### src/rtl/gemm_pkg.sv
// Shared types and default sizing for the multi-tile GEMM sequencer.
// The top derives its own widths from its parameters; these are the defaults.
package gemm_pkg;

  typedef enum logic [1:0] {
    IDLE,
    LOAD_W,
    EXEC,
    DONE
  } state_t;

  localparam int GEMM_N         = 4;
  localparam int GEMM_K_MAX     = 16;
  localparam int GEMM_MAX_TILES = 4;
  localparam int GEMM_PIPE_LAT  = GEMM_N + 1;
  localparam int GEMM_ADDR_W    = 8;

  localparam int CFG_K_W    = $clog2(GEMM_K_MAX + 1);
  localparam int TILE_CNT_W = $clog2(GEMM_MAX_TILES + 1);
  localparam int PHASE_W    = $clog2(GEMM_K_MAX + GEMM_PIPE_LAT + 1);

endpackage

### src/rtl/gemm_addr_gen.sv
// Registered BRAM address and strobe generation for one sequencer position.
// Addresses only update with their strobe; a hold cycle zeroes strobes only.
module gemm_addr_gen
  import gemm_pkg::*;
#(
  parameter int N          = GEMM_N,
  parameter int PIPE_LAT   = GEMM_PIPE_LAT,
  parameter int ADDR_WIDTH = GEMM_ADDR_W,
  parameter int KW         = CFG_K_W,
  parameter int PW         = PHASE_W,
  parameter int TIW        = 2
) (
  input  logic                  clk,
  input  logic                  rst_n,
  input  logic                  i_clr,
  input  logic                  i_hold,
  input  state_t                i_state,
  input  logic [PW-1:0]         i_phase,
  input  logic [TIW-1:0]        i_tile,
  input  logic [KW-1:0]         i_k,
  input  logic                  i_acc,
  output logic                  o_load_weights,
  output logic [ADDR_WIDTH-1:0] o_addr_b,
  output logic                  o_a_valid,
  output logic [ADDR_WIDTH-1:0] o_addr_a,
  output logic                  o_we_c,
  output logic                  o_acc_en,
  output logic [ADDR_WIDTH-1:0] o_addr_c
);

  localparam int AW = ADDR_WIDTH;

  logic          w_lw;
  logic          w_av;
  logic          w_we;
  logic          w_ae;
  logic [PW-1:0] w_r;
  logic [AW-1:0] w_ab;
  logic [AW-1:0] w_aa;
  logic [AW-1:0] w_ac;

  always_comb begin
    w_lw = 1'b0;
    w_av = 1'b0;
    w_we = 1'b0;
    w_ae = 1'b0;
    w_r  = i_phase - PW'(PIPE_LAT);
    w_ab = AW'(i_tile) * AW'(N) + AW'(i_phase);
    w_aa = AW'(i_phase);
    w_ac = i_acc ? AW'(w_r)
                 : AW'(i_tile) * AW'(i_k) + AW'(w_r);
    if (i_state == LOAD_W)
      w_lw = 1'b1;
    if (i_state == EXEC) begin
      w_av = i_phase < PW'(i_k);
      w_we = (i_phase >= PW'(PIPE_LAT)) &&
             (i_phase < PW'(i_k) + PW'(PIPE_LAT));
      // tile 0 seeds the accumulator, later K-split tiles add into it
      w_ae = w_we && i_acc && (i_tile != '0);
    end
  end

  always_ff @(posedge clk or negedge rst_n) begin
    if (!rst_n) begin
      o_load_weights <= 1'b0;
      o_a_valid      <= 1'b0;
      o_we_c         <= 1'b0;
      o_acc_en       <= 1'b0;
      o_addr_b       <= '0;
      o_addr_a       <= '0;
      o_addr_c       <= '0;
    end else if (i_clr || i_hold) begin
      o_load_weights <= 1'b0;
      o_a_valid      <= 1'b0;
      o_we_c         <= 1'b0;
      o_acc_en       <= 1'b0;
    end else begin
      o_load_weights <= w_lw;
      o_a_valid      <= w_av;
      o_we_c         <= w_we;
      o_acc_en       <= w_ae;
      if (w_lw) o_addr_b <= w_ab;
      if (w_av) o_addr_a <= w_aa;
      if (w_we) o_addr_c <= w_ac;
    end
  end

endmodule

### src/rtl/gemm_tile_controller.sv
// Multi-tile weight-stationary GEMM sequencer: FSM, counters, stall/abort.
// Outputs are registered from the next position so they line up with it.
module gemm_tile_controller
  import gemm_pkg::*;
#(
  parameter int N          = GEMM_N,
  parameter int K_MAX      = GEMM_K_MAX,
  parameter int MAX_TILES  = GEMM_MAX_TILES,
  parameter int PIPE_LAT   = N + 1,
  parameter int ADDR_WIDTH = GEMM_ADDR_W
) (
  input  logic                           clk,
  input  logic                           rst_n,
  input  logic                           start,
  input  logic                           abort,
  input  logic                           stall,
  input  logic [$clog2(K_MAX+1)-1:0]     cfg_k,
  input  logic [$clog2(MAX_TILES+1)-1:0] cfg_tiles,
  input  logic                           cfg_acc,
  output logic                           busy,
  output logic                           done,
  output logic                           err,
  output logic                           array_en,
  output logic                           load_weights,
  output logic [ADDR_WIDTH-1:0]          addr_b,
  output logic [ADDR_WIDTH-1:0]          addr_a,
  output logic                           a_valid,
  output logic                           we_c,
  output logic                           acc_en,
  output logic [ADDR_WIDTH-1:0]          addr_c,
  output logic [$clog2(MAX_TILES)-1:0]   tile_idx
);

  localparam int KW   = $clog2(K_MAX + 1);
  localparam int TCW  = $clog2(MAX_TILES + 1);
  localparam int TIW  = $clog2(MAX_TILES);
  localparam int PMAX = (N > K_MAX + PIPE_LAT) ? N : K_MAX + PIPE_LAT;
  localparam int PW   = $clog2(PMAX + 1);

  state_t         r_state;
  state_t         w_state_nx;
  logic [PW-1:0]  r_phase;
  logic [PW-1:0]  w_phase_nx;
  logic [TIW-1:0] r_tile;
  logic [TIW-1:0] w_tile_nx;
  logic [KW-1:0]  r_k;
  logic [TCW-1:0] r_tiles;
  logic           r_acc;
  logic           w_accept;
  logic           w_reject;
  logic           w_cfg_ok;
  logic           w_w_last;
  logic           w_x_last;
  logic           w_t_last;

  assign w_cfg_ok = (cfg_k != '0) && (cfg_k <= KW'(K_MAX)) &&
                    (cfg_tiles != '0) &&
                    (cfg_tiles <= TCW'(MAX_TILES));
  assign w_w_last = r_phase == PW'(N - 1);
  assign w_x_last = r_phase == PW'(r_k) + PW'(PIPE_LAT - 1);
  assign w_t_last = TCW'(r_tile) + TCW'(1) == r_tiles;

  always_comb begin
    w_state_nx = r_state;
    w_phase_nx = r_phase;
    w_tile_nx  = r_tile;
    w_accept   = 1'b0;
    w_reject   = 1'b0;
    if (abort) begin
      w_state_nx = IDLE;
      w_phase_nx = '0;
      w_tile_nx  = '0;
    end else if (!stall || r_state == DONE) begin
      unique case (r_state)
        IDLE: begin
          if (start && w_cfg_ok) begin
            w_accept   = 1'b1;
            w_state_nx = LOAD_W;
            w_phase_nx = '0;
            w_tile_nx  = '0;
          end else if (start) begin
            w_reject = 1'b1;
          end
        end
        LOAD_W: begin
          if (w_w_last) begin
            w_state_nx = EXEC;
            w_phase_nx = '0;
          end else begin
            w_phase_nx = r_phase + PW'(1);
          end
        end
        EXEC: begin
          if (w_x_last) begin
            w_phase_nx = '0;
            if (w_t_last) begin
              w_state_nx = DONE;
            end else begin
              w_state_nx = LOAD_W;
              w_tile_nx  = r_tile + TIW'(1);
            end
          end else begin
            w_phase_nx = r_phase + PW'(1);
          end
        end
        DONE: w_state_nx = IDLE;
        default: w_state_nx = IDLE;
      endcase
    end
  end

  always_ff @(posedge clk or negedge rst_n) begin
    if (!rst_n) begin
      r_state  <= IDLE;
      r_phase  <= '0;
      r_tile   <= '0;
      r_k      <= '0;
      r_tiles  <= '0;
      r_acc    <= 1'b0;
      busy     <= 1'b0;
      done     <= 1'b0;
      err      <= 1'b0;
      array_en <= 1'b0;
      tile_idx <= '0;
    end else begin
      r_state  <= w_state_nx;
      r_phase  <= w_phase_nx;
      r_tile   <= w_tile_nx;
      busy     <= w_state_nx != IDLE;
      done     <= w_state_nx == DONE;
      err      <= w_reject;
      array_en <= !stall;
      tile_idx <= w_tile_nx;
      if (w_accept) begin
        r_k     <= cfg_k;
        r_tiles <= cfg_tiles;
        r_acc   <= cfg_acc;
      end
    end
  end

  gemm_addr_gen #(
    .N          (N),
    .PIPE_LAT   (PIPE_LAT),
    .ADDR_WIDTH (ADDR_WIDTH),
    .KW         (KW),
    .PW         (PW),
    .TIW        (TIW)
  ) u_addr_gen (
    .clk            (clk),
    .rst_n          (rst_n),
    .i_clr          (abort),
    .i_hold         (stall),
    .i_state        (w_state_nx),
    .i_phase        (w_phase_nx),
    .i_tile         (w_tile_nx),
    .i_k            (r_k),
    .i_acc          (r_acc),
    .o_load_weights (load_weights),
    .o_addr_b       (addr_b),
    .o_a_valid      (a_valid),
    .o_addr_a       (addr_a),
    .o_we_c         (we_c),
    .o_acc_en       (acc_en),
    .o_addr_c       (addr_c)
  );

endmodule

### config.mk
export PLATFORM = sky130hd
export DESIGN_NAME = gemm_tile_controller
export DESIGN_NICKNAME = d
export VERILOG_FILES = /design/src/rtl/gemm_pkg.sv /design/src/rtl/gemm_addr_gen.sv /design/src/rtl/gemm_tile_controller.sv
export SDC_FILE = /design/constraint.sdc
export NUM_CORES = 1
export LEC_CHECK = 0
export CAP_MARGIN = 20
export CORE_MARGIN = 2
export CORE_UTILIZATION = 35
export DETAILED_ROUTE_END_ITERATION = 10
export DONT_BUFFER_PORTS = 1
export GPL_TIMING_DRIVEN = 0
export PLACE_DENSITY_LB_ADDON = 0.12
export SLEW_MARGIN = 20
export SYNTH_ARGS = -nofsm -noshare
export SYNTH_HDL_FRONTEND = slang
export SYNTH_SLANG_ARGS = --single-unit
export TNS_END_PERCENT = 100
### constraint.sdc
create_clock -name clk -period 4.18 [get_ports clk]
set_input_delay 1.045 -clock clk [delete_from_list [all_inputs] [get_ports clk]]
set_output_delay 1.045 -clock clk [all_outputs]
set_load 0.1 [all_outputs]
==> results.txt, run 1 <==
Total Power = 1.298 mW
sequential share of the synthesized area = 0.3632
Pleak = 1.763 nW
Slew HR = 0.4038
Layout Nets = 393
Die X = 97.07 um
WP data arrival = 4.40 ns
Setup Viol. Count Final = 1
CP max stage delay = 0.52 ns
antenna fix cells = 0
synthesized area = 3032 um2
TritonCTS buffer count = 5
vias per cell = 5.116
f_max = 237.2 MHz
number of routed nets with antenna violations = 0
Root Buffer = clkbuf_8
Final Hold Fails = 0
Worst Slack Setup Final = -0.03501 ns
clk slew on worst S/H paths = 0.09 ns
crit path time final = 4.215 ns
routed via count = 2328
final instance area = 3817 um2
EDFF count, synth = 0
FF-to-FF path depth = 19
cell mode on critical path = buf_4
Die Span Y = 97.07 um
total gr overflow = 0
placer congestion estimate = 0.8823
initial antenna violation count = 0
Max Cap Viol = 0
Slew Limit Fails = 0
Clock Path Buffers = 2
CTS HTree Levels = 2
P&R area growth vs syn = 25.92%
worst-skew pair later-pin latency = 0.30 ns
outcome = finished with violations
Port Buf Inserts = 0
failing checks = setup timing
post-synth cell types = 57
crit path cell chain = nor4_4 -> xor2_2 -> buf_4 -> o31ai_1 -> a21o_2 -> buf_4 -> ha_4 -> fa_1 -> inv_1 -> ha_2 -> fa_2 -> a21o_1 -> a21oi_2 -> xor2_1 -> nor2_1 -> mux2_2
number of detailed-route iterations in the first pass = 4
Worst setup SP type = input pin
unrepaired setup endpoints after global routing = yes
boundary pin count = 48
synth warn = 0
share of post-route cells with drive strength above 1 = 0.3514
slowest CP cell = fa_1
Placement Cell Area = 3222 um2
vias in the first global route = 2388
largest net degree at the start of global routing = 45
Worst Path Class, Setup = in -> reg
initial drt markers = 122
skew final = 0.005915 ns
Crit Path Max Fanout = 3
CP endpoint kind = register
Final Cycle Share = 1.008
Top FF cell, synth = dfrtp_1
register bit total from synthesis = 44
Total GRT Usage = 0.1639
Die ar. = 9423 um2
Initial Util = 0.3653
first-pass GRT wire length = 12430 um
final wirelength = 7524 um
drt wl/cell = 16.54 um
maximum vdd ir drop = 0.0001732 V
Synth async-reset ratio = 1.000
Clock Sink Count = 44
core region area = 8299 um2
hpwl dp = 5271 um
DR DRC count = 0
Rows = 33
Data required, critical path = 4.36 ns
Syn Area/Cell = 9.940 um2
CTS tree = done
cells after synthesis = 305
worst-margin pin slew = 0.8942 ns
HP Class = in -> async
pwr dens = 339.9 nW/um2
Layout fillers = 767
-- final cells by class --
| class | instances | area, um2 | area share |
|---|---|---|---|
| Clock buffer | 5 | 68.82 | 0.01803 |
| Timing Repair Buffer | 33 | 245.2 | 0.06424 |
| Clock inverter | 2 | 60.06 | 0.01573 |
| Sequential cell | 44 | 1110 | 0.2907 |
| Buffer | 14 | 95.09 | 0.02491 |
| Inverter | 29 | 111.4 | 0.02917 |
| Tap cell | 105 | 131.4 | 0.03441 |
| Multi-Input combinational cell | 223 | 1996 | 0.5228 |
-- layout by cell type, fill, tap and decap left out, drive strengths merged, types with 2 or more instances in the layout --
master,Yosys,final
dfrtp,44,44
buf,11,44
inv,29,29
nand2,28,28
ha,23,23
a21oi,22,22
mux2,17,17
nor2,17,17
xnor2,13,13
o21ai,13,13
nand3,9,9
clkbuf,3,8
a21o,7,7
xor2,7,7
nor3,7,7
conb,1,6
fa,6,6
nand4,5,5
o211ai,4,4
nand2b,3,3
nor2b,3,3
and2,3,3
nor4,3,3
or3,2,2
o2111ai,2,2
o31ai,2,2
a311oi,2,2
mux2i,2,2
bufinv,0,2
o22ai,2,2
-- registers in the layout (all words and copies together), names as in the netlist, 2 cells and up --
name                 cells
u_addr_gen.o_addr_b      6
u_addr_gen.o_addr_a      5
r_state                  2
r_k                      5
r_phase                  5
u_addr_gen.o_addr_c      7
r_tile                   2
r_tiles                  3
-- synth_stat cells, types with 3 or more instances --
master,instances,area [um2]
buf_2,4,20.02
a21o_1,6,45.04
xnor2_1,12,105.1
fa_1,6,120.1
nor2_1,17,63.81
nand4_1,4,25.02
nand3_1,9,45.04
nor2b_1,3,18.77
mux2_2,16,180.2
inv_1,27,101.4
o21ai_0,9,45.04
buf_4,6,45.04
a21oi_1,21,105.1
clkbuf_1,3,11.26
nand2b_1,3,18.77
xor2_1,6,52.55
nor3_1,5,25.02
o211ai_1,4,30.03
o21ai_1,3,15.01
and2_1,3,18.77
nand2_1,28,105.1
dfrtp_1,44,1101
ha_1,23,287.8
-- per-layer routing --
metal,up-vias,routed length (um),GRT usage
met1,1125,3567,0.2249
met5,-,0,0
met2,55,3557,0.2676
li1,1140,-,-
met4,0,92,0.03684
met3,8,307,0.03309
-- power breakdown --
part           switching, mW  internal (mW)
combinational          0.212          0.179
sequential            0.0692          0.456
clock                  0.147          0.235
-- final timing paths --
path	slack, ns	from	to
max	-0.04	cfg_k[2]	u_addr_gen.o_addr_c[5]
min in group clk	0.54	r_tiles[2]	r_tiles[2]
min	0.43	rst_n	u_addr_gen.o_addr_b[1]
min reg2reg	0.54	r_tiles[2]	r_tiles[2]
max reg2reg	0.01	r_k[3]	u_addr_gen.o_addr_c[5]
max in group asynchronous	3.65	rst_n	r_k[3]
-- worst max-delay path: cells and delay by family --
family / cells / cell delay [ns]
compound gates: 4 / 0.61
xor+xnor: 2 / 0.42
fa+ha+maj: 4 / 1.31
buf+inv: 3 / 0.37
mux: 1 / 0.26
simple gates: 2 / 0.35
-- cells by family after synthesis --
| logic type | synth area share |
|---|---|
| flops | 0.3632 |
| simple gates | 0.1539 |
| xor+xnor | 0.06273 |
| compound gates | 0.1486 |
| mux | 0.07098 |
| other cells | 0.001237 |
| buf+inv | 0.06480 |
| fa+ha+maj | 0.1345 |
-- per-stage QoR --
stage	hold WS [ns]	setup TNS, ns	instances	utilization	setup slack, ns
2_1_floorplan	0.4996	-0.1310	310	-	-0.1310
3_3_place_gp	0.5182	-7.360	415	0.3882	-0.8033
3_5_place_dp	0.5223	-6.973	415	0.3882	-0.7713
4_1_cts	0.4197	0	441	0.4374	0.01948
5_1_grt	0.4074	-0.3848	455	0.4600	-0.2146
6_report	0.4328	-0.03501	455	0.4600	-0.03501
-- what timing repair did --
action                     4_1_cts  5_1_grt
setup endpoints to repair       13        7
pin swaps                       14       22
resized for setup               26       15
hold buffers                     0        0
setup buffers                   19       13
gates cloned                     0        1
No activity file was read; power rests on OpenSTA's default activity.
==> inputs of run 2 (changes only) <==
--- a/config.mk
+++ b/config.mk
@@ -11,7 +11,9 @@
 export DETAILED_ROUTE_END_ITERATION = 10
 export DONT_BUFFER_PORTS = 1
 export GPL_TIMING_DRIVEN = 0
+export HOLD_SLACK_MARGIN = 0.03
 export PLACE_DENSITY_LB_ADDON = 0.12
+export RECOVER_POWER = 25
 export SLEW_MARGIN = 20
 export SYNTH_ARGS = -nofsm -noshare
 export SYNTH_HDL_FRONTEND = slang
==> results of run 2 <==
No change in the layout: final DEF, timing and power equal those of run 1.
